===== src/rtl/tx_ser_pkg.sv =====
// Shared types and constants for the word serializer and its bit timer.
package tx_ser_pkg;

  typedef enum logic [2:0] {
    IDLE,
    LOAD,
    START,
    DATA,
    STOP
  } tx_ser_state_t;

  localparam int   DEF_WORD_W = 32;
  localparam int   BIT_IDX_W  = $clog2(DEF_WORD_W);
  localparam logic LINE_IDLE  = 1'b1;
  localparam logic START_LVL  = 1'b0;

endpackage


===== src/rtl/tx_bit_timer.sv =====
// Fixed clock divider: one bit_tick every CLKS_PER_BIT clocks, restartable via clear.
module tx_bit_timer #(
  parameter int CLKS_PER_BIT = 8
) (
  input  logic clk,
  input  logic n_rst,
  input  logic i_clear,
  output logic o_bit_tick
);

  localparam int CNT_W = $clog2(CLKS_PER_BIT);

  logic [CNT_W-1:0] r_clk_cnt;

  assign o_bit_tick = (r_clk_cnt == CNT_W'(CLKS_PER_BIT - 1));

  // Count 0..CLKS_PER_BIT-1; a clear (state change) restarts the bit period at 0.
  always_ff @(posedge clk) begin
    if (!n_rst) begin
      r_clk_cnt <= '0;
    end else if (i_clear || o_bit_tick) begin
      r_clk_cnt <= '0;
    end else begin
      r_clk_cnt <= r_clk_cnt + 1'b1;
    end
  end

endmodule


===== src/rtl/tx_word_serializer.sv =====
// Pops words from tx_fifo and sends each as start bit, MSB-first data, stop bit.
module tx_word_serializer
  import tx_ser_pkg::*;
#(
  parameter int CLKS_PER_BIT = 8,
  parameter int WORD_W       = DEF_WORD_W
) (
  input  logic              clk,
  input  logic              n_rst,
  input  logic              tx_en,
  input  logic [WORD_W-1:0] fifo_out,
  input  logic              fifo_empty,
  output logic              tx_deq_word,
  output logic              tx_serial,
  output logic              tx_busy,
  output logic              frame_done
);

  tx_ser_state_t          r_state;
  tx_ser_state_t          w_state_next;
  logic [WORD_W-1:0]      r_shift;
  logic [WORD_W-1:0]      w_shift_next;
  logic [BIT_IDX_W-1:0]   r_bit_idx;
  logic [BIT_IDX_W-1:0]   w_bit_idx_next;
  logic                   r_serial;
  logic                   w_serial_next;
  logic                   w_bit_tick;
  logic                   w_clear;
  logic                   w_can_start;
  logic                   w_last_bit;

  assign w_can_start = tx_en && !fifo_empty;
  assign w_last_bit  = (r_bit_idx == BIT_IDX_W'(WORD_W - 1));

  // Idle holds the divider at zero so every START begins a fresh bit period.
  assign w_clear = (w_state_next != r_state) || (r_state == IDLE);

  tx_bit_timer #(
    .CLKS_PER_BIT(CLKS_PER_BIT)
  ) u_bit_timer (
    .clk       (clk),
    .n_rst     (n_rst),
    .i_clear   (w_clear),
    .o_bit_tick(w_bit_tick)
  );

  // Next-state, shift register and bit index; the line level follows the next state.
  always_comb begin
    w_state_next   = r_state;
    w_shift_next   = r_shift;
    w_bit_idx_next = r_bit_idx;
    case (r_state)
      IDLE: begin
        if (w_can_start) w_state_next = LOAD;
      end
      LOAD: begin
        w_shift_next = fifo_out;
        w_state_next = START;
      end
      START: begin
        if (w_bit_tick) begin
          w_state_next   = DATA;
          w_bit_idx_next = '0;
        end
      end
      DATA: begin
        if (w_bit_tick) begin
          w_shift_next = {r_shift[WORD_W-2:0], 1'b0};
          if (w_last_bit) begin
            w_state_next = STOP;
          end else begin
            w_bit_idx_next = r_bit_idx + 1'b1;
          end
        end
      end
      STOP: begin
        if (w_bit_tick) w_state_next = w_can_start ? LOAD : IDLE;
      end
      default: w_state_next = IDLE;
    endcase

    case (w_state_next)
      START:   w_serial_next = START_LVL;
      DATA:    w_serial_next = w_shift_next[WORD_W-1];
      default: w_serial_next = LINE_IDLE;
    endcase
  end

  // State, data and line register; reset aborts any frame and parks the line high.
  always_ff @(posedge clk) begin
    if (!n_rst) begin
      r_state   <= IDLE;
      r_shift   <= '0;
      r_bit_idx <= '0;
      r_serial  <= LINE_IDLE;
    end else begin
      r_state   <= w_state_next;
      r_shift   <= w_shift_next;
      r_bit_idx <= w_bit_idx_next;
      r_serial  <= w_serial_next;
    end
  end

  assign tx_serial   = r_serial;
  assign tx_deq_word = (r_state == LOAD);
  assign tx_busy     = (r_state != IDLE);
  assign frame_done  = (r_state == STOP) && w_bit_tick;

endmodule

===== config.mk =====
export PLATFORM = sky130hd
export DESIGN_NAME = tx_word_serializer
export DESIGN_NICKNAME = d
export VERILOG_FILES = /design/src/rtl/tx_ser_pkg.sv /design/src/rtl/tx_bit_timer.sv /design/src/rtl/tx_word_serializer.sv
export SDC_FILE = /design/constraint.sdc
export NUM_CORES = 1
export LEC_CHECK = 0
export ABC_CLOCK_PERIOD_IN_PS = 1450
export CORE_MARGIN = 10
export CORE_UTILIZATION = 46
export DETAILED_ROUTE_END_ITERATION = 10
export GPL_TIMING_DRIVEN = 0
export PLACE_DENSITY = 0.8
export SLEW_MARGIN = 15
export SYNTH_ARGS = -nofsm -noshare
export SYNTH_HDL_FRONTEND = slang
export SYNTH_SLANG_ARGS = --single-unit
export TNS_END_PERCENT = 1

===== constraint.sdc =====
create_clock -name clk -period 1.45 [get_ports clk]
set_input_delay 0.2175 -clock clk [delete_from_list [all_inputs] [get_ports clk]]
set_output_delay 0.2175 -clock clk [all_outputs]
set_load 0.01 [all_outputs]

==> summary.txt <==
Run status
  • Status: complete, but fails checks
  • Violated checks: negative setup slack

Timing
  • Final WS setup: -169 ps
  • Final hold vios: 0
  • RSZ-0062 raised after global routing: yes
  • Final worst path period share: 1.12
  • Setup Viol. Count Final: 42
  • Fmax achieved: 0.618 GHz
  • Slew HR: 0.689
  • Final max-slew violation count: 0
  • Minimum clock period: 1620 ps
  • Worst Max-Slew Pin Slew: 467 ps
  • Clock Skew: 6.79 ps

Logic synthesis
  • Net Count, Synth: 289
  • Mapped Cells: 249
  • Post-synthesis sequential area ratio: 0.431
  • Area leader, netlist: dfxtp_1
  • Netlist cell types: 32
  • Register bit count reported by yosys: 44
  • Top cells by area, synth: dfxtp_1, o21ai_0, or3_1
  • YS warnings: 0
  • Syn Std Cell Area: 2050 um^2
  • Share of the synthesized area in the top cell type: 0.431
  • Avg Cell Area, Syn: 8.22 um^2

Die
  • I/O Pins: 40
  • Die ar.: about 7500 um^2
  • Initial Util: 0.473
  • Die height: roughly 87 um
  • Row count: 24
  • Die Width: 86.7 um
  • Core area: 4320 um^2

CTS
  • Worst skew pair latency: ~300 ps
  • TritonCTS clock tree: yes
  • Num CTS Buffers: 5
  • CTS clk-pin slew, worst paths: approximately 80 ps
  • Clk root buf: clkbuf_8
  • Post-CTS Hold Buffers: 0
  • Clk sinks: 44
  • Clk buf depth: 2
  • CTS H-tree depth: 2

Worst hold path
  • Hold path depth: 1
  • Hold path start: u_bit_timer.r_clk_cnt[0]$_SDFF_PP0_
  • Worst hold path class: flip-flop to flip-flop
  • Hold Path Sink: u_bit_timer.r_clk_cnt[0]$_SDFF_PP0_

Setup path
  • CP Class: flip-flop to flip-flop
  • Critical Path End Type: flip-flop
  • Crit-path max FO: 7
  • CP startpoint kind: flip-flop
  • Slowest CP cell: dfxtp_2
  • CP Data Arrival Time: 1790 ps
  • Reg2Reg Depth: 8
  • Worst path max stage delay: 360 ps
  • Cell breakdown of the critical path: ha_4, ha_4, buf_6, inv_8, clkbuf_4, or3_1, o21ai_1, a21oi_1
  • Cell repeated most along the worst path: ha_4
  • RR Endpoint: r_shift[4]$_SDFFE_PN0P_
  • FF-to-FF setup slack: -170 ps
  • Reg-to-reg startpoint: u_bit_timer.r_clk_cnt[0]$_SDFF_PP0_
  • CP required: 1620 ps

Global routing
  • Vias in the first global route: 2141
  • GRT Total Usage: 0.155
  • Initial antenna violation count: 0
  • Largest net degree at the start of global routing: 14
  • Total gr overflow: 0
  • First-pass GRT wire length: 9.93 mm

Drt
  • Via-per-instance ratio: 5.78
  • Total number of vias: 2074
  • Routed len/inst: roughly 16 um
  • First-pass DRT Iterations: 5
  • Remaining DRCs: 0
  • First-iteration detailed-routing DRC count: 149
  • Post-DRT Antenna Nets: 0
  • WL final: around 5.9 mm

Pwr
  • Pwr/cell area: 912 nW/um^2
  • Power, Total: 2670 uW
  • Leakage power: 0.00108 uW
  • Worst vdd ir: 0.703 mV

Cells and area
  • Synthesis-to-layout area growth: 43.0%
  • Layout cells sized above 1: 0.212
  • # fillers: 345
  • Most frequent cells in the layout: dfxtp_1, clkdlybuf4s50_1, a21oi_1
  • Total Nets Final: 346
  • Multi-input logic area: around 1200 um^2
  • Commonest non-fill, non-tap cell in the layout: dfxtp_1
  • Antenna diodes: 0
  • FF+latch area: between 800 and 900 um^2
  • Post-layout util: 0.677

Run
  • Max Cap Viol: 0

Placement
  • GPL Wtd Cong: 0.780
  • HPWL after DPL: 3.51 mm
  • Port buffer count: 39
  • Dpl ws: -429 ps
cells in the mapped netlist:
cell type,instances
nand4_1,5
o21ai_1,1
o21bai_1,1
inv_1,2
inv_2,1
o21ai_2,1
a21oi_1,34
nor3b_1,1
mux2i_1,2
nand3_1,2
nor2b_1,7
dfxtp_1,44
or3_4,1
a22oi_1,1
nor2b_2,1
nand2_1,3
xor2_1,2
clkbuf_1,16
or3_1,30
buf_2,6
and2_1,3
o311a_4,1
a21boi_1,1
nor4bb_1,2
nor2_1,6
and3_1,3
o21ai_0,60
ha_1,4
buf_6,1
clkbuf_2,1
nand2b_1,4
o31ai_1,2
worst max-delay path, delay by kind of cell, from the launching register on:
family / cells / cell delay, ps
adder cells (fa/ha/maj): 2 / 300
AO/OA/AOI/OAI: 2 / 170
AND/OR/NAND/NOR: 1 / 340
buffers and inverters: 3 / 320
flip-flops: 1 / 360
metrics by stage:
step | instance area (um^2) | hold slack, ps | cells | TNS, ps
after floorplan | 2080 | 398 | 249 | -55.7
after global placement | 2530 | 410 | 340 | -8770
after detailed placement | 2530 | 410 | 340 | -8970
after CTS | 2860 | 429 | 359 | -3430
after global routing | 2930 | 457 | 359 | -7550
final | 2930 | 438 | 359 | -4500
layer usage:
layer / GRT usage / up-vias / part of all wire
met4: 0.0560 / 0 / 0.019
met5: 0 / - / 0
met1: 0.193 / 967 / 0.44
met2: 0.256 / 91 / 0.49
met3: 0.0356 / 12 / 0.060
li1: - / 1004 / -
area by class of cell:
class                   count  share of cell area
multi-input cells         178               0.399
flip-flops and latches     44               0.305
repair buffers             51               0.167
plain buffers              23              0.0573
clock buffers               7              0.0329
well taps                  52              0.0222
clock inverters             1              0.0103
inverters                   3             0.00642
cells by family after synthesis:
logic type	count (synthesis)	share of synthesized area
buf+inv	27	0.0575
mux	2	0.00979
compound gates	102	0.265
flops	44	0.431
xor+xnor	2	0.00856
simple gates	68	0.204
fa+ha+maj	4	0.0245
worst max-delay path by stage:
stage / end / slack [ps] / from / cells past startpoint
after floorplan: r_bit_idx[4]$_SDFFE_PN0P_ / -30 / r_bit_idx[1]$_SDFFE_PN0P_ / 8
after global placement: frame_done / -430 / r_state[1]$_SDFF_PN0_ / 6
after detailed placement: frame_done / -430 / r_state[1]$_SDFF_PN0_ / 6
after CTS: frame_done / -110 / u_bit_timer.r_clk_cnt[1]$_SDFF_PP0_ / 6
after global routing: r_shift[12]$_SDFFE_PN0P_ / -230 / u_bit_timer.r_clk_cnt[0]$_SDFF_PP0_ / 8
final: r_shift[4]$_SDFFE_PN0P_ / -170 / u_bit_timer.r_clk_cnt[0]$_SDFF_PP0_ / 8
what timing repair did:
action	CTS	global route
endpoints found under the setup margin	46	47
gates resized for setup	74	26
pin swaps	27	15
gates cloned	3	0
setup buffers	8	1
flip-flops by register name, summed over array words and instances (netlist names):
| signal | cells |
|---|---|
| r_shift | 32 |
| r_bit_idx | 5 |
| r_state | 3 |
| u_bit_timer.r_clk_cnt | 3 |
| tx_serial | 1 |
report_power, final:
group | leakage (uW) | switching [uW] | internal (uW) | total [uW]
clock network | 0.0000645 | 429 | 608 | 1040
registers | 0.000361 | 27.1 | 1260 | 1290
logic | 0.000653 | 159 | 182 | 340
total | 0.00108 | 615 | 2050 | 2670
No activity file was read; power rests on OpenSTA's default activity.
